==> config.mk <==
export PLATFORM = sky130hd
export DESIGN_NAME = led_frame_scheduler
export DESIGN_NICKNAME = d
export VERILOG_FILES = /design/src/rtl/led_frame_scheduler.sv
export SDC_FILE = /design/constraint.sdc
export NUM_CORES = 1
export LEC_CHECK = 0
export CAP_MARGIN = 20
export CORE_UTILIZATION = 30
export CTS_CLUSTER_DIAMETER = 40
export DETAILED_ROUTE_END_ITERATION = 10
export GPL_TIMING_DRIVEN = 0
export PLACE_DENSITY_LB_ADDON = 0.1
export SYNTH_ARGS = -nofsm -noshare
export SYNTH_HDL_FRONTEND = slang
export SYNTH_SLANG_ARGS = --single-unit
==> constraint.sdc <==
create_clock -name CLK -period 8.6 [get_ports CLK]
set_input_delay 1.72 -clock CLK [delete_from_list [all_inputs] [get_ports CLK]]
set_output_delay 1.72 -clock CLK [all_outputs]
set_load 0.02 [all_outputs]
==> src/rtl/led_frame_scheduler.sv <==
// led_frame_scheduler: snapshots up to NSRC pixel-run requests per frame and paints them round-robin on LEDout.
// Define LEDSCHED_GHOST_BLANK_EN to insert BLANK_CYC dark cycles after every pixel.
module led_frame_scheduler #(
   parameter int NSRC      = 4,
   parameter int DWELL     = 16,
   parameter int BLANK_CYC = 2,
   parameter int FRAME_LEN = 2048
) (
   input  logic              CLK,
   input  logic              RSTn,
   input  logic [NSRC-1:0]   src_req,
   input  logic [2*NSRC-1:0] src_color,
   input  logic [4*NSRC-1:0] src_y,
   input  logic [3*NSRC-1:0] src_x,
   input  logic [2*NSRC-1:0] src_len,
   output logic [9:0]        LEDout,
   output logic              frame_start,
   output logic              busy,
   output logic              overrun,
   output logic [2:0]        cur_src
);
   localparam int FW = $clog2(FRAME_LEN);
   localparam int CW = $clog2(DWELL + BLANK_CYC + 1);
   typedef enum logic [2:0] {IDLE, LOAD, SELECT, SHOW, BLANK, DONE} state_t;
   state_t            state_q, state_d;
   logic [FW-1:0]     cnt_q, cnt_d;
   logic [CW-1:0]     dcnt_q, dcnt_d;
   logic [2:0]        rp_q, rp_d, sel_q, sel_d, cur_q, cur_d, pick;
   logic [NSRC-1:0]   pend_q, pend_d, rot;
   logic [2*NSRC-1:0] color_q, len_q;
   logic [4*NSRC-1:0] y_q;
   logic [3*NSRC-1:0] x_q;
   logic [1:0]        cc_q, cc_d, cl_q, cl_d, k_q, k_d;
   logic [3:0]        cy_q, cy_d;
   logic [2:0]        cx_q, cx_d;
   logic [9:0]        led_q, led_d;
   logic              busy_q, busy_d, ovr_q, ovr_d, hit, more, wrap;
   assign frame_start = (cnt_q == '0);
   assign wrap        = (cnt_q == FW'(FRAME_LEN - 1));
   assign LEDout      = led_q;
   assign busy        = busy_q;
   assign overrun     = ovr_q;
   assign cur_src     = cur_q;
   // A further pixel exists only while inside the run and left of the matrix edge.
   assign more = (k_q < cl_q) && ({1'b0, cx_q} + {2'b00, k_q} + 4'd1 <= 4'd7);
   assign rot  = NSRC'({pend_q, pend_q} >> rp_q);
   always_comb begin
      hit  = 1'b0;
      pick = '0;
      for (int k = NSRC - 1; k >= 0; k--) begin
         if (rot[k]) begin
            hit  = 1'b1;
            pick = 3'((int'(rp_q) + k) % NSRC);
         end
      end
   end
   always_comb begin
      state_d = state_q;
      cnt_d   = wrap ? '0 : cnt_q + 1'b1;
      dcnt_d  = dcnt_q;
      rp_d    = rp_q;
      sel_d   = sel_q;
      pend_d  = pend_q;
      cc_d    = cc_q;
      cl_d    = cl_q;
      cy_d    = cy_q;
      cx_d    = cx_q;
      k_d     = k_q;
      ovr_d   = ovr_q;
      case (state_q)
         IDLE, LOAD: begin
            if (frame_start) begin
               state_d = SELECT;
               pend_d  = src_req;
            end
         end
         SELECT: begin
            if (hit) begin
               state_d = SHOW;
               sel_d   = pick;
               k_d     = '0;
               dcnt_d  = '0;
               pend_d  = pend_q & ~(NSRC'(1) << pick);
               for (int i = 0; i < NSRC; i++) begin
                  if (pick == 3'(i)) begin
                     cc_d = color_q[2*i +: 2];
                     cl_d = len_q[2*i +: 2];
                     cy_d = y_q[4*i +: 4];
                     cx_d = x_q[3*i +: 3];
                  end
               end
            end else begin
               state_d = DONE;
            end
         end
         SHOW: begin
            if (dcnt_q == CW'(DWELL - 1)) begin
               dcnt_d = '0;
`ifdef LEDSCHED_GHOST_BLANK_EN
               state_d = BLANK;
`else
               state_d = more ? SHOW : SELECT;
               k_d     = more ? k_q + 2'd1 : k_q;
`endif
            end else begin
               dcnt_d = dcnt_q + 1'b1;
            end
         end
         BLANK: begin
            if (dcnt_q == CW'(BLANK_CYC - 1)) begin
               dcnt_d  = '0;
               state_d = more ? SHOW : SELECT;
               k_d     = more ? k_q + 2'd1 : k_q;
            end else begin
               dcnt_d = dcnt_q + 1'b1;
            end
         end
         default: ;
      endcase
      // Next cycle is frame_start: abandon any unfinished schedule.
      if (wrap) begin
         state_d = LOAD;
         rp_d    = (rp_q == 3'(NSRC - 1)) ? '0 : rp_q + 3'd1;
         ovr_d   = ovr_q | (state_q != DONE);
      end
      led_d  = (state_d == SHOW) ? {cc_d, 1'b0, cy_d, cx_d + {1'b0, k_d}} : '0;
      cur_d  = (state_d == SHOW || state_d == BLANK) ? sel_d : '0;
      busy_d = (state_d == SHOW) || (state_d == BLANK) || (state_d == SELECT && pend_d != '0);
   end
   always_ff @(posedge CLK or negedge RSTn) begin
      if (!RSTn) begin
         state_q <= IDLE;
         cnt_q   <= '0;
         dcnt_q  <= '0;
         rp_q    <= '0;
         sel_q   <= '0;
         pend_q  <= '0;
         cc_q    <= '0;
         cl_q    <= '0;
         cy_q    <= '0;
         cx_q    <= '0;
         k_q     <= '0;
         led_q   <= '0;
         cur_q   <= '0;
         busy_q  <= 1'b0;
         ovr_q   <= 1'b0;
         color_q <= '0;
         len_q   <= '0;
         y_q     <= '0;
         x_q     <= '0;
      end else begin
         state_q <= state_d;
         cnt_q   <= cnt_d;
         dcnt_q  <= dcnt_d;
         rp_q    <= rp_d;
         sel_q   <= sel_d;
         pend_q  <= pend_d;
         cc_q    <= cc_d;
         cl_q    <= cl_d;
         cy_q    <= cy_d;
         cx_q    <= cx_d;
         k_q     <= k_d;
         led_q   <= led_d;
         cur_q   <= cur_d;
         busy_q  <= busy_d;
         ovr_q   <= ovr_d;
         if (frame_start) begin
            color_q <= src_color;
            len_q   <= src_len;
            y_q     <= src_y;
            x_q     <= src_x;
         end
      end
   end
endmodule

==> Word level (Yosys, flattened, before mapping) <==
Index checks and enable logic that the tools add are counted.
{ "op_classes": {"add_sub_neg": 10, "n_lt_le_gt_ge": 2, "n_eq_ne": 16, "shift": 2, "n_mux": 55, "n_bitwise": 6, "reduce_logical": 16} }
{ "op_table": {"columns": ["cell", "n"], "rows": [
  ["3-bit 2-to-1 mux", 19],
  ["4-bit 2-to-1 mux", 8],
  ["2-bit 2-to-1 mux", 14],
  ["3-bit by 2-bit == test with 1-bit output, second input constant", 7],
  ["5-bit 2-to-1 mux", 3],
  ["5-bit case mux with 3 select lines", 1],
  ["3-bit case mux with 4 select lines", 1],
  ["11-bit by 1-bit adder with 11-bit output, second input constant", 1],
  ["11-bit == test, second input constant", 1],
  ["11-bit zero test", 1],
  ["11-bit 2-to-1 mux", 1],
  ["10-bit 2-to-1 mux", 1],
  ["4-bit case mux with 2 select lines", 1],
  ["4-bit nonzero test", 2],
  ["2-bit OR reduction", 4],
  ["8-bit by 3-bit right shift with 4-bit output", 1],
  ["3-bit by 1-bit == test with 1-bit output, second input constant", 2],
  ["3-bit == test, second input constant", 2],
  ["3-bit zero test", 2],
  ["2-bit case mux with 3 select lines", 1],
  ["5-bit by 1-bit adder with 5-bit output, second input constant", 1],
  ["5-bit by 1-bit == test with 1-bit output, second input constant", 1],
  ["5-bit by 4-bit == test with 1-bit output, second input constant", 1],
  ["1-bit 2-to-1 mux", 5],
  ["20 further kinds", 26]
]} }
{ "totals": {"register_bits": 101, "in_bits": 50} }

==> Longest topological paths before layout <==
{ "logic_depth": {"depth_word": 16, "mapped_depth": 15, "ltp_nobuf": 13} }

==> Worst setup path after synthesis <==
No wires, ideal clock.
{ "synth_timing": {"kind": "register to output", "start": "register cnt_q[0]", "end": "output port frame_start", "t_arrival_ns": 1.510, "required_time_ns": 6.880, "setup_slack_ns": 5.370, "path_stages_with_launch": 7, "path_cell_list": "dfrtp_1 -> inv_1 -> ha_1 -> nor4b_1 -> nand4_1 -> inv_2 -> buf_1"} }
{ "synth_between": {"elab_chain_cells": 1} }
{ "synth_lines": {"columns": ["element", "line", "source"], "rows": [
  ["from (decl)", "26", "logic [FW-1:0] cnt_q, cnt_d;"],
  ["from (signal assigned)", "153", "cnt_q <= cnt_d;"],
  ["11-bit zero test", "38", "assign frame_start = (cnt_q == '0);"],
  ["to (decl)", "17", "output logic frame_start,"]
]} }
No other way between the ends.

==> Final worst setup path <==
Ends and elaborated chain as after synthesis.

==> reports/qor.yml <==
status:
  status: "complete, no violations"
sta:
  final.min_clock_period_ns: 4.530
  setup_viol: 0
  worst_slack_ns: 4.070
  worst_pin_slew_ns: 0.5652
  clock.fmax_mhz: 220.8
  setup_tns_ns: 0
  maxSlewHeadroom_pct: 62.32
  hold_viol_final: 0
  finalMaxSlewViolations: 0
  rsz0062_at_grt: "no"
  period_share_pct: 52.67
  clock-skew-final_ns: 0.009809
critical_path:
  startpoint: "cnt_q[0]"
  cp-end-kind: "primary output"
  reg2reg_from: "rp_q[1]"
  worstPathArrival_ns: 2.81
  cp-endpoint: "frame_start"
  critPathKind: "reg2out"
  rrSetupSlack_ns: 4.82
  reg2reg_to: "LEDout[2]"
  path_max_fanout: 10
  start_kind: "flop"
  cp_data_required_time_ns: 6.88
  rr_worst_depth: 14
global_route:
  grt_pass1_vias: 3670
  antenna_found_initial: 0
  grt_max_degree: 65
  grt_pass1_wl_mm: 18.93
  gr-usage-all-layers_pct: 14.95
  grt_overflow: 0
clock_network:
  clk_pin_slew_ns: 0.07
  clockRootBuffer: "clkbuf_16"
  htreeDepth: 3
  cts_made_buffers: 9
  tritoncts: "built"
  post_cts.repair.setup_buffers: 0
  clkLatencyLatePin_ns: 0.35
  post_cts_resized: 0
  clk_path_buf_depth: 2
  cts_hold_buffers: 0
  cts_sinks: 100
cells_and_area:
  nFillCells: 1621
  nets: 655
  final_layout_size_suffix_gt1_share_pct: 8.194
  fin_area_mm2: 0.006082
  antenna_cells: 0
  final_cell_mix: "170 x nand2_1, 100 x dfrtp_1, 63 x clkdlybuf4s50_1, 26 x o21ai_0, 23 x nor2_1"
  area_growth_pct: 25.09
  mostFrequentLayoutCell: "nand2_1"
logic_synthesis:
  async_flop_share_pct: 100.0
  yosysTopAreaCellShare_pct: 51.47
  yosysSeqAreaShare_pct: 51.47
  synth.largest_area_cell: "dfrtp_1"
  yosysUniqueCellTypes: 61
  synth_fp_nets: 579
  synth_edf_count: 0
  netlist_area_mm2: 0.004862
  synth.area.top_cells: "dfrtp_1 51%, nand2_1 13%, mux2i_1 3.7%"
  ys.flop_type: "dfrtp_1"
  synth_cells: 517
  synth_seq_cells: 100
  ys_warn_count: 0
  syn_avg_cell_area_um2: 9.405
route:
  wl_per_cell_um: 14.11
  dr_total_vias: 3680
  drtIter0Drc: 143
  drt.antenna.violating_nets: 0
  firstDrtPassIters: 4
  via_per_inst: 4.521
  drt-total-wl_mm: 11.48
  drc: 0
power:
  ir_worst_vdd_uv: 102.3
  leakage_nw: 2.851
  p_per_area_mw_per_mm2: 232.9
die:
  ios: 66
  die-area_mm2: 0.01672
  rows: 46
  die_w_um: 129.3
  fp.dieH_um: 129.3
  start_util_pct: 30.72
  core_mm2: 0.01583
placed_design:
  gp_congestion: 0.7724
  port_buffers: 64
  dpl-instance-area_mm2: 0.005798
  pre_cts_slack_ns: 4.370
  hpwlAfterDp_mm: 8.483
worst_hold_path:
  hold_class: "reg2reg"
flow_run:
  max_cap_viol_count: 0
cells by family after synthesis:
| logic type | Yosys count | share of synthesized area [%] |
|---|---|---|
| flops | 100 | 51.47 |
| xor+xnor | 9 | 1.621 |
| mux | 31 | 6.716 |
| simple gates | 252 | 22.95 |
| buf+inv | 41 | 4.091 |
| compound gates | 71 | 9.831 |
| other cells | 1 | 0.07713 |
| fa+ha+maj | 12 | 3.242 |
synthesized netlist by cell type (4+ instances only):
master,n
nand2_1,170
dfrtp_1,100
a31oi_1,4
nor3_1,6
mux2i_1,18
and2b_1,5
inv_1,17
nand3_1,11
buf_4,4
xor2_1,6
a21o_1,4
nor2b_1,5
a21oi_1,6
buf_2,5
ha_1,11
and2_1,6
nand2b_1,6
o21ai_0,26
nor2_1,23
mux2_2,13
clkbuf_1,8
buf_1,4
layout make-up:
class	instances	area, um2	area share, %
plain buffers	23	131.4	2.160
clock buffers	11	242.7	3.991
clock inverters	5	41.29	0.6789
inverters	18	67.56	1.111
multi-input cells	376	2161	35.53
flip-flops and latches	100	2502	41.14
well taps	216	270.3	4.444
repair buffers	65	665.6	10.94
worst max-delay path: stages, from the launching register on:
cell	delay, ns
dfrtp_1	0.41
inv_1	0.08
ha_1	0.14
nor4b_1	0.29
nand4_1	0.24
inv_2	0.26
buf_1	0.35
clkdlybuf4s50_1	0.69
state kept, by name, summed over array words and instances (netlist names), 4 cells and up:
| register | flops |
|---|---|
| y_q | 16 |
| x_q | 12 |
| cnt_q | 11 |
| LEDout | 9 |
| color_q | 8 |
| len_q | 8 |
| dcnt_q | 5 |
| cy_q | 4 |
| pend_q | 4 |
per-stage QoR:
stage | hold WS [ns] | cells | utilization, % | power, mW
floorplan | 0.4401 | 517 | - | 0.8932
global placement | 0.4459 | 797 | 36.47 | 1.034
detailed placement | 0.4466 | 798 | 36.63 | 1.041
CTS | 0.4596 | 814 | 38.43 | 1.442
global route | 0.4718 | 814 | 38.43 | 1.511
finish | 0.4536 | 814 | 38.43 | 1.417
report_power, final:
part | internal, mW | total, mW | switching, mW
combinational | 0.205 | 0.451 | 0.246
clock | 0.208 | 0.395 | 0.187
sequential | 0.532 | 0.570 | 0.0385
worst min-delay path by stage:
stage | start | slack, ns | cells after the start | end
after floorplan | len_q[2] | 0.44 | 2 | len_q[2]
after global placement | overrun | 0.45 | 1 | overrun
after detailed placement | overrun | 0.45 | 1 | overrun
after CTS | overrun | 0.46 | 1 | overrun
after global routing | overrun | 0.47 | 1 | overrun
final | overrun | 0.45 | 1 | overrun
routing by layer:
layer | wire length [um] | vias to the layer above | share of wire [%] | track usage [%]
met5 | 0 | - | 0 | 0
met4 | 123 | 0 | 1.1 | 3.945
met3 | 388 | 9 | 3.4 | 3.716
met1 | 5500 | 1736 | 48 | 19.67
li1 | - | 1876 | - | -
met2 | 5471 | 59 | 48 | 24.48
(Power assumes the default switching activity.)
